===== src/rtl/uart_pkg.sv =====
// rtl/uart_pkg.sv - shared UART state encoding and default frame constants
`timescale 1ns/1ps
package uart_pkg;

    localparam int UART_DATA_BITS  = 8;
    localparam int UART_OVERSAMPLE = 16;

    typedef enum logic [2:0] {
        IDLE,
        START,
        DATA,
        STOP,
        WAIT_IDLE
    } rx_state_t;

endpackage


===== src/rtl/sync2.sv =====
// rtl/sync2.sv - two-flop synchronizer with configurable reset value
// Ports: CLKIN clock, RESET async active-high, d async input, q synchronized output.
`timescale 1ns/1ps
module sync2 #(
    parameter logic RESET_VAL = 1'b1
) (
    input  logic CLKIN,
    input  logic RESET,
    input  logic d,
    output logic q
);

    logic meta;

    always_ff @(posedge CLKIN or posedge RESET) begin
        if (RESET) begin
            meta <= RESET_VAL;
            q    <= RESET_VAL;
        end else begin
            meta <= d;
            q    <= meta;
        end
    end

endmodule


===== src/rtl/uart_rx_deframer.sv =====
// rtl/uart_rx_deframer.sv - oversampled UART receive deframer with valid/ready output
// Ports: CLKIN clock, RESET async active-high, baud oversampling strobe, rx serial line,
//        data/valid/ready byte handshake, frame_err and overrun one-cycle pulses.
`timescale 1ns/1ps
module uart_rx_deframer
    import uart_pkg::*;
#(
    parameter int DATA_BITS  = UART_DATA_BITS,
    parameter int OVERSAMPLE = UART_OVERSAMPLE
) (
    input  logic                 CLKIN,
    input  logic                 RESET,
    input  logic                 baud,
    input  logic                 rx,
    output logic [DATA_BITS-1:0] data,
    output logic                 valid,
    input  logic                 ready,
    output logic                 frame_err,
    output logic                 overrun
);

    localparam int TICK_W = $clog2(OVERSAMPLE);
    localparam int BIT_W  = $clog2(DATA_BITS + 1);

    localparam logic [TICK_W-1:0] HALF_LAST = TICK_W'(OVERSAMPLE / 2 - 1);
    localparam logic [TICK_W-1:0] FULL_LAST = TICK_W'(OVERSAMPLE - 1);
    localparam logic [BIT_W-1:0]  BIT_LAST  = BIT_W'(DATA_BITS - 1);

    logic rxs;

    rx_state_t             state, state_nxt;
    logic [TICK_W-1:0]     tick_cnt, tick_nxt;
    logic [BIT_W-1:0]      bit_cnt, bit_nxt;
    logic [DATA_BITS-1:0]  shreg, shreg_nxt;
    logic                  byte_done;
    logic                  stop_bad;

    sync2 #(.RESET_VAL(1'b1)) u_sync (
        .CLKIN (CLKIN),
        .RESET (RESET),
        .d     (rx),
        .q     (rxs)
    );

    always_comb begin
        state_nxt = state;
        tick_nxt  = tick_cnt;
        bit_nxt   = bit_cnt;
        shreg_nxt = shreg;
        byte_done = 1'b0;
        stop_bad  = 1'b0;
        if (baud) begin
            case (state)
                IDLE: begin
                    if (!rxs) begin
                        state_nxt = START;
                        tick_nxt  = '0;
                    end
                end
                START: begin
                    // Re-check the start bit at its centre; a high here was a glitch.
                    if (tick_cnt == HALF_LAST) begin
                        if (!rxs) begin
                            state_nxt = DATA;
                            tick_nxt  = '0;
                            bit_nxt   = '0;
                        end else begin
                            state_nxt = IDLE;
                        end
                    end else begin
                        tick_nxt = tick_cnt + 1'b1;
                    end
                end
                DATA: begin
                    // Counter restarted at the start-bit centre, so its wrap lands mid-bit.
                    if (tick_cnt == FULL_LAST) begin
                        tick_nxt  = '0;
                        shreg_nxt = {rxs, shreg[DATA_BITS-1:1]};
                        bit_nxt   = bit_cnt + 1'b1;
                        if (bit_cnt == BIT_LAST) begin
                            state_nxt = STOP;
                        end
                    end else begin
                        tick_nxt = tick_cnt + 1'b1;
                    end
                end
                STOP: begin
                    if (tick_cnt == FULL_LAST) begin
                        tick_nxt  = '0;
                        byte_done = rxs;
                        stop_bad  = !rxs;
                        state_nxt = WAIT_IDLE;
                    end else begin
                        tick_nxt = tick_cnt + 1'b1;
                    end
                end
                WAIT_IDLE: begin
                    // Holding here during a break keeps it to a single frame_err.
                    if (rxs) begin
                        state_nxt = IDLE;
                    end
                end
                default: begin
                    state_nxt = IDLE;
                end
            endcase
        end
    end

    always_ff @(posedge CLKIN or posedge RESET) begin
        if (RESET) begin
            state     <= IDLE;
            tick_cnt  <= '0;
            bit_cnt   <= '0;
            shreg     <= '0;
            data      <= '0;
            valid     <= 1'b0;
            frame_err <= 1'b0;
            overrun   <= 1'b0;
        end else begin
            state     <= state_nxt;
            tick_cnt  <= tick_nxt;
            bit_cnt   <= bit_nxt;
            shreg     <= shreg_nxt;
            frame_err <= stop_bad;
            overrun   <= 1'b0;
            if (byte_done) begin
                // A byte accepted on this same edge frees the slot, so no overrun.
                data    <= shreg;
                valid   <= 1'b1;
                overrun <= valid && !ready;
            end else if (valid && ready) begin
                valid <= 1'b0;
            end
        end
    end

endmodule


===== config.mk =====
export PLATFORM = sky130hd
export DESIGN_NAME = uart_rx_deframer
export DESIGN_NICKNAME = d
export VERILOG_FILES = /design/src/rtl/uart_pkg.sv /design/src/rtl/sync2.sv /design/src/rtl/uart_rx_deframer.sv
export SDC_FILE = /design/constraint.sdc
export NUM_CORES = 1
export LEC_CHECK = 0
export ABC_AREA = 0
export CAP_MARGIN = 20
export CORE_MARGIN = 2
export CORE_UTILIZATION = 40
export DETAILED_ROUTE_END_ITERATION = 8
export PLACE_DENSITY = 0.62
export SLEW_MARGIN = 15
export SYNTH_ARGS = -nofsm -noshare
export SYNTH_HDL_FRONTEND = slang
export SYNTH_SLANG_ARGS = --single-unit

===== constraint.sdc =====
create_clock -name CLKIN -period 2.1 [get_ports CLKIN]
set_input_delay 0.42 -clock CLKIN [delete_from_list [all_inputs] [get_ports CLKIN]]
set_output_delay 0.42 -clock CLKIN [all_outputs]
set_load 0.05 [all_outputs]

# ---- After elaboration in Yosys (flattened, before gate mapping)
# Cells that the tools add are included.
dict set report totals {
  reg_bits 32
  latch_bits 0
  mem_bits_rw 0
  rom_bits 0
  in_bits 5
  output_inout_bits 11
  mem_count 0
}
dict set report op_classes {
  add_sub_neg 2
  multipliers 0
  div_mod_pow 0
  order_cmp 0
  eq_ne 14
  n_shift 0
  mux 25
  bitwise_logic 0
  reduce_logical 13
}
# operator n
set op_table {}
lappend op_table {{two-way mux 4 bit} 6}
lappend op_table {{two-way mux 3 bit} 6}
lappend op_table {{one-hot mux 3 bit (5 select lines)} 1}
lappend op_table {{inequality test 2 bit (second input constant)} 6}
lappend op_table {{one-hot mux 4 bit (3 select lines)} 1}
lappend op_table {{two-way mux 1 bit} 9}
lappend op_table {{adder 4 x 1 -> 4 bit (second input constant)} 2}
lappend op_table {{equality test 4 x 3 -> 1 bit (second input constant)} 2}
lappend op_table {{one-hot mux 4 bit (2 select lines)} 1}
lappend op_table {{AND reduction 7 bit} 1}
lappend op_table {{equality test 3 x 2 -> 1 bit (second input constant)} 2}
lappend op_table {{AND reduction 5 bit} 1}
lappend op_table {{equality test 4 bit (second input constant)} 1}
lappend op_table {{nonzero test 2 bit} 2}
lappend op_table {{equality test 3 x 1 -> 1 bit (second input constant)} 1}
lappend op_table {{equality test 3 bit (second input constant)} 1}
lappend op_table {{zero test 3 bit} 1}
lappend op_table {{AND reduction 3 bit} 1}
lappend op_table {{nonzero test 3 bit} 1}
lappend op_table {{logical AND 1 bit} 2}
lappend op_table {{zero test 1 bit} 2}
lappend op_table {{two-way mux 2 bit} 1}
lappend op_table {{inequality test 2 x 1 -> 1 bit (second input constant)} 1}
lappend op_table {{AND reduction 2 bit} 1}
lappend op_table {{OR reduction 2 bit} 1}

# ---- Longest topological paths before layout
dict set report depth {
  ltp_word 5
  depth_mapped 6
  depth_no_buf 5
}

# ---- Hierarchy
# A second synthesis with hierarchy kept.
dict set report hier_totals {
  hier_cells 125
  area_unflattened_um2 1501.4
}
# mod instances cells_per_inst area_per_inst_um2
set by_module_without_submodules {}
lappend by_module_without_submodules {uart_rx_deframer 1 122 1445.1}
lappend by_module_without_submodules {sync2 1 3 56.3}

# ---- Worst setup path after synthesis
# Ideal clock, no wire load.
dict set report synth_path {
  path_type {register to register}
  start {register tick_cnt[0]}
  end {register state[0]}
  arrival_time_ns 1.600
  setup_slack_ns 0.375
  stages_incl_launch_ff 6
  n_path_buf 0
  cell_sequence {dfrtp_1 -> ha_1 -> and3b_1 -> o31ai_2 -> nand2b_1 -> mux2_2}
}
dict set report synth_between {
  elab_chain_len 3
  word_cells_on_any_way 6
  classes_between {5 x eq/ne; 1 x reduce/logical}
}
# element line_no
set synth_rtl {}
lappend synth_rtl {{from (decl)} uart_rx_deframer.sv:32} ;# logic [TICK_W-1:0] tick_cnt, tick_nxt;
lappend synth_rtl {{from (signal assigned)} uart_rx_deframer.sv:122} ;# tick_cnt <= tick_nxt;
lappend synth_rtl {{equality test 4 bit or equality test 4 x 3 -> 1 bit (tied branches)} {uart_rx_deframer.sv:76, uart_rx_deframer.sv:88, uart_rx_deframer.sv:62}}
lappend synth_rtl {{inequality test 2 bit (no source line)} n/a}
lappend synth_rtl {{AND reduction 7 bit (no source line) (*)} n/a}
lappend synth_rtl {{to (signal assigned)} uart_rx_deframer.sv:121} ;# state <= state_nxt;
lappend synth_rtl {{to (decl)} uart_rx_deframer.sv:31} ;# rx_state_t state, state_nxt;
# Every way passes the cells marked *; elsewhere a longest branch is shown, timed or not.
# A chain may end at the register's enable or synchronous reset.

# ---- Worst setup path in the final report
# Same ends and word-level chain as after synthesis.

==> run_results.csv <==
group,metric,value,unit
outcome,run_status,"finished, final reports clean",
yosys,synth.avg_cell_area,12.5,µm²
timing,fin_hold_ws,0.357,ns
power,power,2.14,mW
power,p_comb_share,29.2,%
floorplan,die_w,65.4,µm
power,cellLeakagePower,0.831,nW
clock_network,cts_buffers,5,
placed_design,placed_cells,181,
yosys,yosys.area.top_type,"dfrtp_1",
clock_network,cts_tree,"built",
power,p_sw_share,33.1,%
floorplan,start_util,41.6,%
detailed_routing,vias_per_cell,5.20,
yosys,synthCells,121,
finish,syn_to_final_growth,19.7,%
yosys,synth-async-reset-ratio,100,%
power,intPower,1.43,mW
setup_path,worst_setup_path_end_kind,"flop",
floorplan,rows,22,
placed_design,hpwl,1.83,mm
finish,insertedDiodeCount,0,
floorplan,coreArea,3630,µm²
finish,final_area,1810,µm²
yosys,syn_area,1510,µm²
setup_path,critPathKind,"reg2reg",
yosys,ys.flop_type,"dfrtp_1",
detailed_routing,drc,0,
finish,stdcell_count,189,
worst_hold_path,hp-class,"reg2reg",
power,pwr-share-clk,26.8,%
timing,layout_min_cycle_time,1.93,ns
timing,setup_tns,0,ns
global_routing,track_usage,14.1,%
clock_network,cts_root_buffer,"clkbuf_8",
global_routing,grt_max_degree,33,
setup_path,critical_path_required,2.27,ns
timing,tightest_slew,0.504,ns
global_routing,overflow,0,
timing,fin_crit_sh,92.0,%
power,irDropWorstVdd,587,µV
clock_network,hold_buffers,0,
detailed_routing,totalWireLength,2.63,mm
timing,fin_skew,0.00358,ns
timing,setup_viol,0,
power,power.density,1190,nW/µm²
clock_network,cts_sinks,32,
timing,hold_viol,0,
clock_network,cts_buffer_depth,2,
finish,fin_nets,147,
yosys,yosys_warnings,0,
yosys,synth_area_leaders,"dfrtp_1 50%, mux2_2 13%, dfstp_2 3.5%",
finish,fillCellCount,350,
finish,seq_area,803,µm²
detailed_routing,vias,982,
floorplan,die_y,65.4,µm
power,seqPwrFrac,44.1,%
run,max_cap_violations,0,
yosys,yosysUniqueCellTypes,40,
clock_network,post_cts_buffers,0,
timing,slew_headroom,66.3,%
timing,max_freq,517,MHz
finish,drive_gt1_share,27.0,%
placed_design,gp_congestion,0.893,
setup_path,start_kind,"flop",
detailed_routing,wl_per_cell,13.9,µm
global_routing,antenna_found_initial,0,
yosys,syn_nets,128,
floorplan,die-area,4280,µm²
placed_design,placed_area,1700,µm²
global_routing,grt_pass1_vias,1056,
detailed_routing,first_pass_iters,5,
setup_path,crit_arrival,2.10,ns
detailed_routing,first_iter_violations,79,
global_routing,grt_pass1_wl,4.62,mm
yosys,synth_seq_cells,32,
clock_network,path_clk_slew,0.07,ns
clock_network,cts_resized,0,
placed_design,io_buffers,15,
detailed_routing,antenna_left,0,
clock_network,htreeDepth,2,
yosys,synth_top_area_share,49.7,%
yosys,synth_edf_count,0,
yosys,yosysSeqAreaShare,53.2,%
timing,drv_slew,0,
setup_path,cp_max_fo,8,
power,p_sw,0.709,mW
floorplan,ios,16,
timing,rsz0062_at_grt,"false",
finish,multiInputGateArea,633,µm²
clock_network,clock_latency,0.28,ns
## area by class of cell
| class | count | area share [%] |
|---|---|---|
| clock buffers | 6 | 4.01 |
| inverters | 5 | 1.04 |
| well taps | 48 | 3.32 |
| clock inverters | 2 | 1.94 |
| multi-input cells | 78 | 35.0 |
| repair buffers | 18 | 10.2 |
| flip-flops and latches | 32 | 44.4 |
## sequential cells by signal, indices dropped and copies added (netlist names)
name and flops:
bit_cnt 4, data 8, u_sync.q 1, state 3
u_sync.meta 1, frame_err 1, overrun 1, shreg 8
valid 1, tick_cnt 4
## logic make-up after synthesis
family	share of synthesized area, %
flip-flops	53.2
adder cells (fa/ha/maj)	1.66
AO/OA/AOI/OAI	8.04
buffers and inverters	4.89
XOR/XNOR	1.16
AND/OR/NAND/NOR	15.4
multiplexers	15.7
## synth_stat cells, types with 3 or more instances
master,instances
a21oi_1,3
buf_6,4
dfrtp_1,30
inv_1,5
mux2_2,18
nand2_1,4
nand2b_1,5
nand3_1,5
nor2_1,6
o21ai_0,5
## cells in the final DEF, fill, tap and decap left out, types with 2 or more instances in the layout
| master | instances |
|---|---|
| nand4_1 | 2 |
| nor2b_1 | 2 |
| mux2i_1 | 2 |
| nand2b_1 | 5 |
| mux2_2 | 18 |
| clkbuf_8 | 5 |
| nand3_1 | 5 |
| dfrtp_1 | 30 |
| dfstp_2 | 2 |
| ha_1 | 2 |
| inv_1 | 5 |
| nand2_1 | 4 |
| buf_4 | 2 |
| o21ai_0 | 5 |
| nor2_1 | 6 |
| clkdlybuf4s50_1 | 15 |
| a21oi_1 | 3 |
## power by group through the flow
stage / clock network [mW] / logic [mW] / registers [mW]
4_1_cts: 0.590 / 0.635 / 0.944
2_1_floorplan: 0 / 0.561 / 0.898
5_1_grt: 0.616 / 0.697 / 0.972
6_report: 0.573 / 0.625 / 0.944
3_5_place_dp: 0 / 0.631 / 0.956
3_3_place_gp: 0 / 0.615 / 0.950
## per-stage QoR
| stage | utilization [%] | setup WS (ns) |
|---|---|---|
| 5_1_grt | 49.8 | 0.0731 |
| 3_5_place_dp | 46.8 | 0.0731 |
| 6_report | 49.8 | 0.167 |
| 3_3_place_gp | 46.8 | 0.0941 |
| 2_1_floorplan | - | 0.375 |
| 4_1_cts | 49.8 | 0.164 |
## layer usage
layer,vias up,track usage [%],share of wire (%)
li1,468,-,-
met1,500,18.4,45
met2,14,22.6,52
met3,0,5.14,3.5
met4,0,3.13,0
met5,-,0,0
## critical path: stages (launching register included)
cell and delay, ns:
dfrtp_1 0.40, ha_1 0.30, and3b_1 0.23, o31ai_2 0.29
nand2b_1 0.24, mux2_2 0.35
## worst paths after layout
kind / cells past startpoint / to / from / slack [ns]
min in group asynchronous: 3 / overrun / RESET / 0.53
worst max register to register: 5 / state[0] / tick_cnt[0] / 0.17
max in group asynchronous: 3 / u_sync.meta / RESET / 1.25
worst max-delay path: 5 / state[0] / tick_cnt[0] / 0.17
worst min register to register: 0 / u_sync.q / u_sync.meta / 0.36
worst min-delay path: 0 / u_sync.q / u_sync.meta / 0.36
No activity file was read; power rests on OpenSTA's default activity.
